$ cat config.mk
export PLATFORM = sky130hd
export DESIGN_NAME = alu_ctrl_mdu_flat
export DESIGN_NICKNAME = d
export VERILOG_FILES = /design/src/rtl/alu_ctrl_pkg.sv /design/src/rtl/alu_ctrl_mdu_if.sv /design/src/rtl/alu_ctrl_mdu_iter.sv /design/src/rtl/alu_ctrl_mdu.sv /design/src/flat_wrapper.sv
export SDC_FILE = /design/constraint.sdc
export NUM_CORES = 1
export LEC_CHECK = 0
export CORE_ASPECT_RATIO = 0.5
export CORE_MARGIN = 1
export CORE_UTILIZATION = 30
export DETAILED_ROUTE_END_ITERATION = 6
export PLACE_DENSITY_LB_ADDON = 0.08
export SYNTH_ARGS = -nofsm -noshare
export SYNTH_HDL_FRONTEND = slang
export SYNTH_SLANG_ARGS = --single-unit
$ cat constraint.sdc
create_clock -name clk_i -period 7.2 [get_ports clk_i]
set_input_delay 1.08 -clock clk_i [delete_from_list [all_inputs] [get_ports clk_i]]
set_output_delay 1.08 -clock clk_i [all_outputs]
set_load 0.005 [all_outputs]
$ cat src/rtl/alu_ctrl_pkg.sv
// Shared constants and types for the EX-stage ALU controller and its multiply/divide unit.
package alu_ctrl_pkg;

    // Default widths; the top and interface take these as parameter defaults
    localparam int DEF_DATA_W  = 32;
    localparam int DEF_FUNCT_W = 6;
    localparam int DEF_ALUOP_W = 3;
    localparam int DEF_CTRL_W  = 4;

    // ALU control codes driven to the EX stage
    localparam logic [DEF_CTRL_W-1:0] ALU_AND = 4'd0;
    localparam logic [DEF_CTRL_W-1:0] ALU_OR  = 4'd1;
    localparam logic [DEF_CTRL_W-1:0] ALU_ADD = 4'd2;
    localparam logic [DEF_CTRL_W-1:0] ALU_SLL = 4'd3;
    localparam logic [DEF_CTRL_W-1:0] ALU_SRL = 4'd4;
    localparam logic [DEF_CTRL_W-1:0] ALU_LUI = 4'd5;
    localparam logic [DEF_CTRL_W-1:0] ALU_SUB = 4'd6;
    localparam logic [DEF_CTRL_W-1:0] ALU_SLT = 4'd7;
    localparam logic [DEF_CTRL_W-1:0] ALU_NOR = 4'd12;
    localparam logic [DEF_CTRL_W-1:0] ALU_NOP = 4'd15;

    // ALUOp encodings from the main decoder
    localparam logic [DEF_ALUOP_W-1:0] AOP_MEM   = 3'b000;
    localparam logic [DEF_ALUOP_W-1:0] AOP_BEQ   = 3'b001;
    localparam logic [DEF_ALUOP_W-1:0] AOP_RTYPE = 3'b010;
    localparam logic [DEF_ALUOP_W-1:0] AOP_ADDI  = 3'b011;
    localparam logic [DEF_ALUOP_W-1:0] AOP_ANDI  = 3'b100;
    localparam logic [DEF_ALUOP_W-1:0] AOP_ORI   = 3'b101;
    localparam logic [DEF_ALUOP_W-1:0] AOP_LUI   = 3'b110;
    localparam logic [DEF_ALUOP_W-1:0] AOP_SLTI  = 3'b111;

    // R-format funct codes
    localparam logic [DEF_FUNCT_W-1:0] F_SLL   = 6'd0;
    localparam logic [DEF_FUNCT_W-1:0] F_SRL   = 6'd2;
    localparam logic [DEF_FUNCT_W-1:0] F_MFHI  = 6'd16;
    localparam logic [DEF_FUNCT_W-1:0] F_MTHI  = 6'd17;
    localparam logic [DEF_FUNCT_W-1:0] F_MFLO  = 6'd18;
    localparam logic [DEF_FUNCT_W-1:0] F_MTLO  = 6'd19;
    localparam logic [DEF_FUNCT_W-1:0] F_MULT  = 6'd24;
    localparam logic [DEF_FUNCT_W-1:0] F_MULTU = 6'd25;
    localparam logic [DEF_FUNCT_W-1:0] F_DIV   = 6'd26;
    localparam logic [DEF_FUNCT_W-1:0] F_DIVU  = 6'd27;
    localparam logic [DEF_FUNCT_W-1:0] F_ADD   = 6'd32;
    localparam logic [DEF_FUNCT_W-1:0] F_SUB   = 6'd34;
    localparam logic [DEF_FUNCT_W-1:0] F_AND   = 6'd36;
    localparam logic [DEF_FUNCT_W-1:0] F_OR    = 6'd37;
    localparam logic [DEF_FUNCT_W-1:0] F_NOR   = 6'd39;
    localparam logic [DEF_FUNCT_W-1:0] F_SLT   = 6'd42;

    typedef enum logic [1:0] {MULT, MULTU, DIV, DIVU} mduOp_e;

    // funct 24..27 map onto the enum by their two low bits
    function automatic mduOp_e functToMduOp(input logic [1:0] functLow);
        return mduOp_e'(functLow);
    endfunction

endpackage

$ cat src/rtl/alu_ctrl_mdu_if.sv
// ID->EX bus of the ALU controller: decode inputs, registered controls, stall and HI/LO.
interface alu_ctrl_mdu_if #(
    parameter int DATA_W  = alu_ctrl_pkg::DEF_DATA_W,
    parameter int FUNCT_W = alu_ctrl_pkg::DEF_FUNCT_W,
    parameter int ALUOP_W = alu_ctrl_pkg::DEF_ALUOP_W,
    parameter int CTRL_W  = alu_ctrl_pkg::DEF_CTRL_W
) ();
    logic               valid_i;
    logic [FUNCT_W-1:0] funct_i;
    logic [ALUOP_W-1:0] ALUOp_i;
    logic [DATA_W-1:0]  src1_i;
    logic [DATA_W-1:0]  src2_i;
    logic [CTRL_W-1:0]  ALUCtrl_o;
    logic               valid_o;
    logic               illegal_o;
    logic               stall_o;
    logic               mdu_done_o;
    logic [DATA_W-1:0]  hi_o;
    logic [DATA_W-1:0]  lo_o;

    modport master (
        output valid_i, funct_i, ALUOp_i, src1_i, src2_i,
        input  ALUCtrl_o, valid_o, illegal_o, stall_o, mdu_done_o, hi_o, lo_o
    );

    modport slave (
        input  valid_i, funct_i, ALUOp_i, src1_i, src2_i,
        output ALUCtrl_o, valid_o, illegal_o, stall_o, mdu_done_o, hi_o, lo_o
    );
endinterface

$ cat src/rtl/alu_ctrl_mdu_iter.sv
// Iterative multiply/divide datapath: one shift-add or restoring-divide step per busy cycle.
// Works on operand magnitudes and applies the result signs on the final step.
module mdu_iter
    import alu_ctrl_pkg::*;
#(
    parameter int DATA_W = DEF_DATA_W
) (
    input  logic              clk_i,
    input  logic              rst_i,
    input  logic              start_i,
    input  logic              busy_i,
    input  mduOp_e            op_i,
    input  logic [DATA_W-1:0] src1_i,
    input  logic [DATA_W-1:0] src2_i,
    output logic [DATA_W-1:0] hi_o,
    output logic [DATA_W-1:0] lo_o,
    output logic              last_o
);
    localparam int CNT_W = $clog2(DATA_W);

    logic [CNT_W-1:0]    cnt_q;
    mduOp_e              op_q;
    logic [2*DATA_W-1:0] acc_q, acc_d;
    logic [DATA_W-1:0]   opB_q, rawA_q;
    logic                negRes_q, negRem_q, divZero_q;

    logic                isSigned, s1, s2;
    logic [DATA_W-1:0]   magA, magB;
    logic [DATA_W:0]     mulSum, divShift, divDiff;
    logic [2*DATA_W-1:0] prod;
    logic [DATA_W-1:0]   quot, rem;

    // Operand magnitudes at start; unsigned DATA_W bits already hold the most-negative value's magnitude
    always_comb begin
        isSigned = (op_i == MULT) || (op_i == DIV);
        s1       = isSigned & src1_i[DATA_W-1];
        s2       = isSigned & src2_i[DATA_W-1];
        magA     = s1 ? -src1_i : src1_i;
        magB     = s2 ? -src2_i : src2_i;
    end

    // One iteration: acc holds {product} for multiply, {remainder, quotient} for divide
    always_comb begin
        mulSum   = {1'b0, acc_q[2*DATA_W-1:DATA_W]} + (acc_q[0] ? {1'b0, opB_q} : '0);
        divShift = acc_q[2*DATA_W-1:DATA_W-1];
        divDiff  = divShift - {1'b0, opB_q};
        if (op_q == MULT || op_q == MULTU)
            acc_d = {mulSum, acc_q[DATA_W-1:1]};
        else if (!divDiff[DATA_W])
            acc_d = {divDiff[DATA_W-1:0], acc_q[DATA_W-2:0], 1'b1};
        else
            acc_d = {divShift[DATA_W-1:0], acc_q[DATA_W-2:0], 1'b0};
    end

    // Final HI/LO from the step completing this cycle, sign-corrected
    always_comb begin
        prod = negRes_q ? -acc_d : acc_d;
        quot = negRes_q ? -acc_d[DATA_W-1:0] : acc_d[DATA_W-1:0];
        rem  = negRem_q ? -acc_d[2*DATA_W-1:DATA_W] : acc_d[2*DATA_W-1:DATA_W];
        if (op_q == MULT || op_q == MULTU) begin
            hi_o = prod[2*DATA_W-1:DATA_W];
            lo_o = prod[DATA_W-1:0];
        end else if (divZero_q) begin
            hi_o = rawA_q;
            lo_o = '1;
        end else begin
            hi_o = rem;
            lo_o = quot;
        end
    end

    assign last_o = busy_i && (cnt_q == '0);

    // Latch operands on start, then step and count down while the parent reports busy
    always_ff @(posedge clk_i) begin
        if (rst_i) begin
            cnt_q     <= '0;
            op_q      <= MULT;
            acc_q     <= '0;
            opB_q     <= '0;
            rawA_q    <= '0;
            negRes_q  <= 1'b0;
            negRem_q  <= 1'b0;
            divZero_q <= 1'b0;
        end else if (start_i) begin
            cnt_q     <= CNT_W'(DATA_W - 1);
            op_q      <= op_i;
            acc_q     <= {{DATA_W{1'b0}}, magA};
            opB_q     <= magB;
            rawA_q    <= src1_i;
            negRes_q  <= s1 ^ s2;
            negRem_q  <= s1;
            divZero_q <= (src2_i == '0);
        end else if (busy_i) begin
            acc_q <= acc_d;
            if (cnt_q != '0)
                cnt_q <= cnt_q - CNT_W'(1);
        end
    end

endmodule

$ cat src/rtl/alu_ctrl_mdu.sv
// ALU controller with EX-stage register, HI/LO registers and a multi-cycle MULT/DIV sequencer.
module alu_ctrl_mdu
    import alu_ctrl_pkg::*;
#(
    parameter int DATA_W  = DEF_DATA_W,
    parameter int FUNCT_W = DEF_FUNCT_W,
    parameter int ALUOP_W = DEF_ALUOP_W,
    parameter int CTRL_W  = DEF_CTRL_W
) (
    input logic           clk_i,
    input logic           rst_i,
    alu_ctrl_mdu_if.slave bus
);
    typedef enum logic {IDLE, BUSY} state_e;

    state_e            state_q;
    logic [CTRL_W-1:0] ctrl_d, ALUCtrl_q;
    logic              illegal_d, decIllegal, valid_q, illegal_q, mduDone_q;
    logic              isMdu, isMthi, isMtlo, mduStart, mduLast, stall;
    logic [DATA_W-1:0] hi_q, lo_q, iterHi, iterLo;

    // ALU control decode from ALUOp and funct; also flags the HI/LO-related R-format ops
    always_comb begin
        ctrl_d     = ALU_NOP;
        decIllegal = 1'b0;
        isMdu      = 1'b0;
        isMthi     = 1'b0;
        isMtlo     = 1'b0;
        case (bus.ALUOp_i)
            AOP_MEM, AOP_ADDI: ctrl_d = ALU_ADD;
            AOP_BEQ:           ctrl_d = ALU_SUB;
            AOP_ANDI:          ctrl_d = ALU_AND;
            AOP_ORI:           ctrl_d = ALU_OR;
            AOP_LUI:           ctrl_d = ALU_LUI;
            AOP_SLTI:          ctrl_d = ALU_SLT;
            AOP_RTYPE: begin
                case (bus.funct_i)
                    F_ADD:  ctrl_d = ALU_ADD;
                    F_SUB:  ctrl_d = ALU_SUB;
                    F_AND:  ctrl_d = ALU_AND;
                    F_OR:   ctrl_d = ALU_OR;
                    F_NOR:  ctrl_d = ALU_NOR;
                    F_SLT:  ctrl_d = ALU_SLT;
                    F_SLL:  ctrl_d = ALU_SLL;
                    F_SRL:  ctrl_d = ALU_SRL;
                    F_MFHI, F_MFLO: ctrl_d = ALU_NOP;
                    F_MTHI: isMthi = 1'b1;
                    F_MTLO: isMtlo = 1'b1;
                    F_MULT, F_MULTU, F_DIV, F_DIVU: isMdu = 1'b1;
                    default: decIllegal = 1'b1;
                endcase
            end
            default: decIllegal = 1'b1;
        endcase
        illegal_d = bus.valid_i & decIllegal;
    end

    assign stall    = (state_q == BUSY);
    assign mduStart = !stall && bus.valid_i && isMdu;

    mdu_iter #(.DATA_W(DATA_W)) u_iter (
        .clk_i   (clk_i),
        .rst_i   (rst_i),
        .start_i (mduStart),
        .busy_i  (stall),
        .op_i    (functToMduOp(bus.funct_i[1:0])),
        .src1_i  (bus.src1_i),
        .src2_i  (bus.src2_i),
        .hi_o    (iterHi),
        .lo_o    (iterLo),
        .last_o  (mduLast)
    );

    // EX stage register: loads every edge unless the MDU freezes the pipe
    always_ff @(posedge clk_i) begin
        if (rst_i) begin
            ALUCtrl_q <= '0;
            valid_q   <= 1'b0;
            illegal_q <= 1'b0;
        end else if (!stall) begin
            ALUCtrl_q <= ctrl_d;
            valid_q   <= bus.valid_i;
            illegal_q <= illegal_d;
        end
    end

    // MDU sequencer FSM: owns HI/LO writes (mthi/mtlo in IDLE, result on the last step) and the done pulse
    always_ff @(posedge clk_i) begin
        if (rst_i) begin
            state_q   <= IDLE;
            hi_q      <= '0;
            lo_q      <= '0;
            mduDone_q <= 1'b0;
        end else begin
            mduDone_q <= 1'b0;
            case (state_q)
                IDLE: begin
                    if (mduStart)
                        state_q <= BUSY;
                    if (bus.valid_i && isMthi)
                        hi_q <= bus.src1_i;
                    if (bus.valid_i && isMtlo)
                        lo_q <= bus.src1_i;
                end
                BUSY: begin
                    if (mduLast) begin
                        hi_q      <= iterHi;
                        lo_q      <= iterLo;
                        mduDone_q <= 1'b1;
                        state_q   <= IDLE;
                    end
                end
                default: state_q <= IDLE;
            endcase
        end
    end

    assign bus.ALUCtrl_o  = ALUCtrl_q;
    assign bus.valid_o    = valid_q;
    assign bus.illegal_o  = illegal_q;
    assign bus.stall_o    = stall;
    assign bus.mdu_done_o = mduDone_q;
    assign bus.hi_o       = hi_q;
    assign bus.lo_o       = lo_q;

endmodule

$ cat src/flat_wrapper.sv
// flat-port wrapper written by rule: the top's interface ports become plain ports
module alu_ctrl_mdu_flat import alu_ctrl_pkg::*;
#(
    parameter int DATA_W  = DEF_DATA_W,
    parameter int FUNCT_W = DEF_FUNCT_W,
    parameter int ALUOP_W = DEF_ALUOP_W,
    parameter int CTRL_W  = DEF_CTRL_W
)
  (clk_i, rst_i, bus_valid_i, bus_funct_i, bus_ALUOp_i, bus_src1_i, bus_src2_i, bus_ALUCtrl_o, bus_valid_o, bus_illegal_o, bus_stall_o, bus_mdu_done_o, bus_hi_o, bus_lo_o);
  alu_ctrl_mdu_if #(.DATA_W(DATA_W), .FUNCT_W(FUNCT_W), .ALUOP_W(ALUOP_W), .CTRL_W(CTRL_W)) bus_i ();
  input logic clk_i;
  input logic rst_i;
  input wire logic [$bits(bus_i.valid_i)-1:0] bus_valid_i;
  input wire logic [$bits(bus_i.funct_i)-1:0] bus_funct_i;
  input wire logic [$bits(bus_i.ALUOp_i)-1:0] bus_ALUOp_i;
  input wire logic [$bits(bus_i.src1_i)-1:0] bus_src1_i;
  input wire logic [$bits(bus_i.src2_i)-1:0] bus_src2_i;
  output wire logic [$bits(bus_i.ALUCtrl_o)-1:0] bus_ALUCtrl_o;
  output wire logic [$bits(bus_i.valid_o)-1:0] bus_valid_o;
  output wire logic [$bits(bus_i.illegal_o)-1:0] bus_illegal_o;
  output wire logic [$bits(bus_i.stall_o)-1:0] bus_stall_o;
  output wire logic [$bits(bus_i.mdu_done_o)-1:0] bus_mdu_done_o;
  output wire logic [$bits(bus_i.hi_o)-1:0] bus_hi_o;
  output wire logic [$bits(bus_i.lo_o)-1:0] bus_lo_o;
  assign bus_i.valid_i = bus_valid_i;
  assign bus_i.funct_i = bus_funct_i;
  assign bus_i.ALUOp_i = bus_ALUOp_i;
  assign bus_i.src1_i = bus_src1_i;
  assign bus_i.src2_i = bus_src2_i;
  assign bus_ALUCtrl_o = bus_i.ALUCtrl_o;
  assign bus_valid_o = bus_i.valid_o;
  assign bus_illegal_o = bus_i.illegal_o;
  assign bus_stall_o = bus_i.stall_o;
  assign bus_mdu_done_o = bus_i.mdu_done_o;
  assign bus_hi_o = bus_i.hi_o;
  assign bus_lo_o = bus_i.lo_o;
  alu_ctrl_mdu #(.DATA_W(DATA_W), .FUNCT_W(FUNCT_W), .ALUOP_W(ALUOP_W), .CTRL_W(CTRL_W)) u_core (.clk_i(clk_i), .rst_i(rst_i), .bus(bus_i));
endmodule
* After elaboration in Yosys (flattened, before gate mapping)
Cells that the tools add are included.
** Word-level totals
- Register bits after elaboration :: 210
- Latch bits :: 0
- Memory bits (writable) :: 0
- Bits in read-only memories :: 0
- Output and inout bits :: 72
- Memories kept :: 0
** Cells by class
- Add/sub/neg operators :: 8
- Multiply operators :: 0
- Div/mod/pow operators :: 0
- $lt $le $gt $ge :: 0
- Eq/ne operators :: 27
- Shift operators :: 0
- Muxes and demuxes :: 37
- Bitwise gates (word level) :: 5
- Reduce and logical (&&, ||, !) cells :: 25
** Operators by type and width (number)
- 32-bit two-way mux :: 15
- 64-bit two-way mux :: 3
- 32-bit negator :: 4
- 32-bit one-hot mux with 2 select lines :: 2
- 64-bit negator :: 1
- 6-bit by 5-bit equality test with 1-bit output, second input constant :: 8
- 6-bit equality test, second input constant :: 6
- 32-bit by 32-bit adder with 33-bit output :: 1
- 33-bit by 32-bit subtractor with 33-bit output :: 1
- 32-bit zero test :: 1
- 4-bit one-hot mux with 8 select lines :: 1
- 4-bit one-hot mux with 7 select lines :: 1
- 16-bit OR reduction :: 1
- 5-bit two-way mux :: 3
- 3-bit equality test, second input constant :: 4
- 1-bit two-way mux :: 11
- 3-bit by 2-bit equality test with 1-bit output, second input constant :: 2
- 6-bit by 2-bit equality test with 1-bit output, second input constant :: 1
- 6-bit zero test :: 1
- 2-bit AND reduction :: 3
- 2-bit OR reduction :: 3
- 1-bit logical AND :: 5
- 5-bit zero test :: 1
- 5-bit nonzero test :: 1
- other kinds (16) :: 22

* Logic depth before layout (Yosys ltp)
Gate-level depths: netlist (run 1).
- Word-level depth :: 9
- Depth in mapped cells :: 25
- Mapped depth without buffers :: 23

* Cells and area by module
Synthesis (run 1) repeated with hierarchy kept, for this count alone.
** Unflattened totals
- Cells, all modules :: 2410
- Area total of the unflattened synthesis :: 18720.5 um2
** By module, submodules not included
- mdu_iter :: times used 1, cells an instance 2037, area each 14676.6 um2, sequential area each 2742.6 um2
- alu_ctrl_mdu :: times used 1, cells an instance 373, area each 4043.9 um2, sequential area each 1441.4 um2

* Worst setup path after synthesis (run 1)
Ideal clock, no wire load.
- Path type :: reg2reg
- Start point :: register u_core.u_iter.acc_q[31]
- End point :: register u_core.hi_q[24] (netlist: u_core.bus.hi_o[24])
- Library setup time :: 140 ps
- Arrival :: 5131 ps
- Path slack :: 1929 ps
- Cell stages (with the launch flop) :: 26
- Path buffers :: 2
- Cell sequence :: dfxtp_1 > inv_1 > ha_1 > inv_1 > fa_1 > a211oi_1 > o211a_1 > or4b_4 > a21boi_4 > nor3_1 > buf_2 > nor2_1 > buf_2 > mux2i_1 > a21boi_0 > inv_1 > ha_1 > nand2_1 > a41oi_1 > o21ai_1 > a2111oi_2 > or3b_1 > o311ai_1 > o41ai_1 > a221oi_1 > a221oi_1
** On the way
- Cells in the longest elaborated chain, start to end :: 9
- Elaborated cells between the ends (all ways) :: 11
- Those cells by class :: add/sub (3); mux (8)
** Ends and longest elaborated chain
- start, declared :: RTL line alu_ctrl_mdu_iter.sv:23 : logic [2*DATA_W-1:0] acc_q, acc_d;
- start signal, assigned :: RTL line alu_ctrl_mdu_iter.sv:88 : acc_q <= {{DATA_W{1'b0}}, magA};
- 33-bit by 32-bit subtractor with 33-bit output :: RTL line alu_ctrl_mdu_iter.sv:46 : divDiff = divShift - {1'b0, opB_q};
- 64-bit two-way mux :: RTL line alu_ctrl_mdu_iter.sv:49 : else if (!divDiff[DATA_W])
- 64-bit two-way mux * :: RTL line alu_ctrl_mdu_iter.sv:47 : if (op_q == MULT || op_q == MULTU)
- 32-bit negator :: RTL line alu_ctrl_mdu_iter.sv:59 : rem = negRem_q ? -acc_d[2*DATA_W-1:DATA_W] : acc_d[2*DATA_W-1:DATA_W];
- 32-bit two-way mux :: RTL line alu_ctrl_mdu_iter.sv:59
- 32-bit two-way mux :: RTL line alu_ctrl_mdu_iter.sv:63 : end else if (divZero_q) begin
- 32-bit two-way mux * :: RTL line alu_ctrl_mdu_iter.sv:60 : if (op_q == MULT || op_q == MULTU) begin
- 32-bit two-way mux * :: RTL line alu_ctrl_mdu.sv:106 : if (mduLast) begin
- 32-bit one-hot mux with 2 select lines * :: RTL line alu_ctrl_mdu.sv:96 : case (state_q)
- end signal, assigned :: RTL line alu_ctrl_mdu.sv:101 : hi_q <= bus.src1_i;
- end signal, assigned :: RTL line alu_ctrl_mdu.sv:107 : hi_q <= iterHi;
- end, declared :: RTL line alu_ctrl_mdu.sv:20 : logic [DATA_W-1:0] hi_q, lo_q, iterHi, iterLo;
Mark *: on every way between the ends. The rest lies on a longest branch, timed or not. The select of a mux whose other input is x is not followed.
A chain may end at the register's enable or synchronous reset.

* Worst setup path in the final report (run 1)
- Start point :: register u_core.u_iter.acc_q[31]
- End point :: register u_core.hi_q[26] (netlist: u_core.bus.hi_o[26])
The elaborated chain is that of the path after synthesis.

==> results of run 1 <==
metrics by stage:
step | total power [mW] | instances | util [%] | instance area [sq um]
6_report | 2.852 | 3384 | 35.49 | 21010
5_1_grt | 2.951 | 3384 | 35.49 | 21010
4_1_cts | 2.878 | 3384 | 35.49 | 21010
3_5_place_dp | 1.536 | 3341 | 34.12 | 20200
3_3_place_gp | 1.538 | 3341 | 34.12 | 20200
2_1_floorplan | 1.380 | 2494 | - | 17980
cells in the final DEF, fill, tap and decap left out, types with 30 or more instances in the layout:
cell and count:
nand2_1 300, nor2_1 276, a21oi_1 244, dfxtp_1 206, clkdlybuf4s50_1 146, o21ai_0 140
xnor2_1 89, xor2_1 86, a211oi_1 84, mux2i_1 81, nor3_1 80, inv_1 72
ha_1 70, buf_4 48, nand3_1 47, and2_1 44, o31ai_1 34, o211ai_1 30
path summary, 6_finish.rpt:
kind / from / to / slack, ps / cells past startpoint
max reg2reg: u_core.u_iter.acc_q[31] / u_core.bus.hi_o[26] / 930 / 22
max: u_core.u_iter.acc_q[31] / u_core.bus.hi_o[26] / 930 / 22
min reg2reg: u_core.bus.hi_o[1] / u_core.bus.hi_o[1] / 450 / 2
min: u_core.bus.hi_o[1] / u_core.bus.hi_o[1] / 450 / 2
flip-flops by register name (all words and copies together), names as in the netlist:
signal,count
u_core.u_iter.acc_q,64
u_core.bus.hi_o,32
u_core.bus.lo_o,32
u_core.u_iter.opB_q,32
u_core.u_iter.rawA_q,32
u_core.u_iter.cnt_q,5
u_core.bus.ALUCtrl_o,4
u_core.bus.illegal_o,1
u_core.bus.mdu_done_o,1
u_core.bus.stall_o,1
u_core.bus.valid_o,1
u_core.u_iter.divZero_q,1
u_core.u_iter.negRem_q,1
u_core.u_iter.negRes_q,1
u_core.u_iter.op_q,1
report_power, final:
part           leakage, nW  internal (mW)  switching, mW
Combinational         5.64          0.129          0.222
Clock                0.407          0.745          0.591
Sequential            1.69           1.16        0.00421
kinds of logic (layout without fill, tap and decap cells):
family	after synthesis	after routing	synth area share, %
buffers and inverters	234	312	5.184
and+or+nand+nor	925	925	24.04
muxes	90	90	5.073
AOI/OAI and AO/OA	789	789	28.82
adders and majority gates	72	72	5.094
DFF	209	209	23.27
xor gates and xnor gates	175	175	8.524
metal layers:
metal	GRT usage [%]	wire length [um]	up-vias
met5	0	0	-
met4	7.617	2574	0
met3	4.077	5261	121
met2	39.36	34360	626
met1	37.41	38690	9467
li1	-	-	9249
synth_stat cells (all sizes together) (9+ instances only):
| library cell | instances |
|---|---|
| xnor2 | 89 |
| a21oi | 247 |
| nand3b | 9 |
| nor2b | 19 |
| clkbuf | 111 |
| o211ai | 33 |
| mux2i | 81 |
| nor3 | 80 |
| or4 | 14 |
| nand4 | 26 |
| o21ai | 152 |
| o22ai | 17 |
| nor4 | 26 |
| a211o | 11 |
| buf | 49 |
| a311oi | 25 |
| o41ai | 14 |
| or3 | 22 |
| inv | 72 |
| nor2 | 276 |
| a211oi | 86 |
| a221oi | 12 |
| nand2 | 301 |
| ha | 70 |
| and2 | 45 |
| mux2 | 9 |
| nand3 | 48 |
| and3 | 16 |
| nand2b | 11 |
| a21boi | 10 |
| o21bai | 9 |
| dfxtp | 209 |
| o221ai | 9 |
| a31oi | 27 |
| a21o | 21 |
| xor2 | 86 |
| o31ai | 38 |
| o21a | 13 |
| nor3b | 9 |
layout make-up:
type	instances	area [sq um]	share of cell area (%)
Inverter	74	277.8	1.322
Sequential cell	209	4193	19.95
Multi-Input combinational cell	2051	12880	61.30
Clock inverter	7	75.07	0.3573
Clock buffer	36	737.0	3.507
Tap cell	812	1016	4.835
Timing Repair Buffer	195	1833	8.724
worst min-delay path: stages (launching register included):
cell     delay, ps
dfxtp_1        310
nand2_1         50
a21oi_1         50
==> metrics, run 1 <==
Synth-to-Final Area Change=16.85%; I/O Pins=about 150; Main synth FF type=dfxtp_1; max cap viols=0; count of cell types in the netlist=93; TritonCTS Buffers=25; CP Data Required Time=approximately 7700 ps; Final Hold Vio Count=0; largest net degree at the start of global routing=72; Tcrit/Tclk final=about 87%; sequential element share of the synthesized area=approximately a quarter; post-detail-place hpwl=roughly 63 mm; wirelength, routed=around 81 mm; routed wire length per instance=~24 um; Nets=between 2k and 3k; initial core utilization=a little under a third; Synth area leaders=dfxtp_1 23%, a21oi_1 6.8%, nand2_1 6.3%; crit path DAT=6760 ps; drt drc=0; Slew headroom=roughly 3.9%; Die Span Y=approximately 180 um; CTS tree=done; total gr overflow=0; Syn. warnings=0; FILL cells=about 6.5k; layout cell share with drive strength beyond 1=between 5 and 6%; fin worst setup slack=approximately 930 ps; Critical Path Start Type=flop; post-synth top area cell=dfxtp_1; Cell Rows=63; number of global-route vias before repair=about 18k; clk sink count=~210; post-cts sizing count=0; HP Class=reg2reg; Avg Cell Area, Syn=7.210 sq um; H-tree depth=1; final setup TNS=0 ps; routed vias=roughly 19k; peak supply drop=roughly 140 uV; initial antenna violation count=2; Top delay family on crit path=simple AND/OR/NAND/NOR gates; Post-synth ARST share=0%; post-synthesis register bit count=about 210; WS Path Type=reg2reg; mapped cell area=~18000 sq um; cts hold-fix bufs=0; status=finished clean; postcts setup bufs=0; Total Routing Usage GR=approximately a quarter; Setup Viol. Count Final=0; Worst-path clk slew=~60 ps; CP max-delay cell=or4_4; Starting DRT DRC Count=between 1.5k and 2k; Slew @ Worst Pin=around 1400 ps; top-area cell type share of the netlist area=23.27%; Detail Route Antenna Nets=0; Hold Slack=451.6 ps; Layout Skew=12.41 ps; Peak Freq=0.1596 GHz; DIE AREA=slightly above 60000 sq um; Die W=roughly 350 um; vias per inst=~5.8; Buf/Inv on CP=2; Lkg Pwr=between 7 and 8 nW; count of flip-flops with a built-in enable after synthesis=0; clk buf depth=3; Port Buffers=between 100 and 150; Pre-antenna DRT Iters=5; Syn Nets=around 2.6k; min cycle time layout=between 6000 and 7000 ps; first-pass GRT wire length=120.1 mm; worst-skew pair later-pin latency=just under 600 ps; RSZ-0062 raised after global routing=no; Antenna Cells=0; max-slew violation count=0; Core Region=59200 sq um; GPL Wtd Cong=0.9240; crit path capture type=flop; Post-Synthesis Cells=around 2.5k; Root Buffer=clkbuf_16; CP Max Fanout=9; crit-path cells=inv_1 > ha_1 > inv_1 > fa_1 > a211oi_1 > o211a_1 > or4b_4 > a21boi_4 > o31ai_2 > nor2_1 > a21oi_1 > ha_1 > nand2_1 > nor4_1 > nand2_1 > or2_2 > or3_1 > or4_4 > o31ai_2 > xnor2_1 > o221a_1 > nor4_2; Worst path max stage delay=roughly 600 ps; PwrDens=135.7 nW/um^2; pre-CTS setup slack=between 1000 and 1500 ps
Note: power is estimated with default switching activity, not from simulation.
==> run 2, diff against run 1 <==
Settings changed: ABC_CLOCK_PERIOD_IN_PS from default to 7200, CELL_PAD_IN_SITES_DETAIL_PLACEMENT from default to 1, CELL_PAD_IN_SITES_GLOBAL_PLACEMENT from default to 1, GPL_TIMING_DRIVEN from default to 0.
==> metrics, run 2 (synthesis results as in run 1) <==
status=finished clean (unchanged); number of global-route vias before repair=20.08k (was 18.17k); CTS tree=done (unchanged); vias per inst=5.900 (was 5.751); TritonCTS Buffers=24 (was 25); WS Path Type=reg2reg (unchanged); Worst path max stage delay=600 ps (about the same); drt drc=0 (unchanged); Top reg by flops=u_core.u_iter.acc_q (unchanged); CP Max Fanout=17 (was 9); most frequent cells in the layout=301 x nand2_1, 275 x nor2_1, 243 x a21oi_1 (was 300 x nand2_1, 276 x nor2_1, 244 x a21oi_1); Die Span Y=175.1 um (unchanged); I/O Pins=148 (unchanged); DIE AREA=60980 sq um (unchanged); PwrDens=133.1 nW/um^2 (was 135.7 nW/um^2); wirelength, routed=98.35 mm (was 80.89 mm); crit path DAT=7490 ps (was 6760 ps); Synth-to-Final Area Change=18.53% (was 16.85%); layout cell share with drive strength beyond 1=5.295% (was 5.677%); Starting DRT DRC Count=1782 (was 1952); Worst-path clk slew=70 ps (was 60 ps); Critical Path Start Type=flop (unchanged); RSZ-0062 raised after global routing=no (unchanged); post-detail-place hpwl=79.32 mm (was 62.51 mm); min cycle time layout=6997 ps (was 6265 ps); H-tree depth=1 (unchanged); Slew headroom=8.995% (was 3.856%); max cap viols=0 (unchanged); FILL cells=7383 (was 6457); max FFs per register=64 (unchanged); Slew @ Worst Pin=1354 ps (was 1429 ps); Hold Slack=462.3 ps (was 451.6 ps); max-slew violation count=0 (unchanged); Nets=2812 (was 2704); CP Data Required Time=7690 ps (was 7700 ps); Detail Route Antenna Nets=0 (unchanged); Port Buffers=139 (was 147); Buf/Inv on CP=7 (was 2); Top delay family on crit path=buffers and inverters (was simple AND/OR/NAND/NOR gates); Pre-antenna DRT Iters=7 (was 5); Peak Freq=0.1429 GHz (was 0.1596 GHz); leading cell type in the layout, fill and taps excluded=nand2_1 (unchanged); Root Buffer=clkbuf_16 (unchanged); routed wire length per instance=28.13 um (was 23.90 um); Cell Rows=63 (unchanged); worst-skew pair later-pin latency=590 ps (about the same); initial antenna violation count=1 (was 2); CP max-delay cell=or4_4 (unchanged); cts hold-fix bufs=0 (unchanged); crit path capture type=flop (unchanged); routed vias=20.63k (was 19.46k); Final Hold Vio Count=0 (unchanged); Die W=348.2 um (unchanged); Setup Viol. Count Final=0 (unchanged); total gr overflow=0 (unchanged); HP Class=reg2reg (unchanged); peak supply drop=143.8 uV (was 140.0 uV); Layout Skew=40.45 ps (was 12.41 ps); Lkg Pwr=7.776 nW (was 7.733 nW); clk sink count=209 (unchanged); fin util=36.00% (was 35.49%); Total Routing Usage GR=31.47% (was 25.93%); clk buf depth=3 (unchanged); largest net degree at the start of global routing=18 (was 72); initial core utilization=30.37% (unchanged); Core Region=59200 sq um (unchanged); most frequent CP cell=clkbuf_1; Tcrit/Tclk final=97.18% (was 87.02%); first-pass GRT wire length=140.9 mm (was 120.1 mm); crit-path cells=buf_2 > inv_1 > clkbuf_1 > clkbuf_2 > clkbuf_2 > clkbuf_1 > a21oi_1 > ha_1 > nand2_1 > nor4_2 > nand2_1 > or2_2 > or3_1 > clkbuf_1 > or4_4 > o31ai_2 > xnor2_1 > o221a_1 > nor4_2 (was inv_1 > ha_1 > inv_1 > fa_1 > a211oi_1 > o211a_1 > or4b_4 > a21boi_4 > o31ai_2 > nor2_1 > a21oi_1 > ha_1 > nand2_1 > nor4_1 > nand2_1 > or2_2 > or3_1 > or4_4 > o31ai_2 > xnor2_1 > o221a_1 > nor4_2); GPL Wtd Cong=0.9642 (was 0.9240)
==> run 2: changes by cell type in the layout (fill, tap and decap cells not counted), sizes merged <==
cell           delta
a21boi            +1
clkdlybuf4s50     -7
buf               +1
diode             +2
inv               +1
clkinvlp          +3
clkinv            +6
clkbuf          +105
==> run 2: repair_timing <==
action / 4_1_cts / 5_1_grt
setup buffers: 0 / 6
cloned: 0 / 1
setup endpoints to repair: 13 / 14
pin swaps: 0 / 3
gates resized for setup: 2 / 17
==> run 2: report_power, final <==
part / switching, mW / internal [mW] / total (mW)
clock network: 0.603 / 0.682 / 1.28
registers: 0.00483 / 1.16 / 1.17
logic: 0.257 / 0.130 / 0.386
total: 0.865 / 1.97 / 2.84
==> run 2: path summary, 6_finish.rpt <==
| check | startpoint | end | slack [ps] | cells past startpoint |
|---|---|---|---|---|
| setup reg to reg | u_core.u_iter.op_q[1] | u_core.bus.hi_o[26] | 200 | 19 |
| hold / removal | u_core.u_iter.rawA_q[24] | u_core.u_iter.rawA_q[24] | 460 | 2 |
| setup / recovery | u_core.u_iter.op_q[1] | u_core.bus.hi_o[26] | 200 | 19 |
| hold reg to reg | u_core.u_iter.rawA_q[24] | u_core.u_iter.rawA_q[24] | 460 | 2 |
==> run 2: worst min-delay path, delay by kind of cell, from the launching register on <==
family             cells  cell delay [ps]
DFF                    1              310
and+or+nand+nor        1               50
AOI/OAI and AO/OA      1               50
==> run 2: routing by layer <==
| metal | GRT usage (%) | wire length, um | vias up |
|---|---|---|---|
| met5 | 0 | 0 | - |
| li1 | - | - | 9448 |
| met1 | 45.60 | 46880 | 10310 |
| met3 | 5.578 | 7655 | 126 |
| met4 | 8.884 | 2949 | 0 |
| met2 | 47.19 | 40870 | 739 |
==> run 2: layout make-up <==
cell class              instances  area [sq um]  area share, %
clock buffers                  27         631.9          2.965
well taps                     812          1016          4.767
flip-flops and latches        209          4184          19.63
repair buffers                145          1436          6.739
clock inverters                17         158.9         0.7456
inverters                      74         281.5          1.321
plain buffers                 158         656.9          3.082
multi-input cells            2052         12940          60.73
diodes                          2         5.005        0.02348
==> run 2: per-stage QoR <==
step                      power (mW)  setup TNS [ps]  setup WS, ps  std cells  instance area (sq um)
final                          2.837               0         203.3       3496                  21310
after global routing           2.917               0         64.18       3494                  21310
after CTS                      2.835          -33.11        -33.11       3488                  21180
after detailed placement       1.561           -4300        -636.4       3445                  20390
after global placement         1.560           -3782        -604.2       3445                  20390
after floorplan                1.380               0          1929       2494                  17980
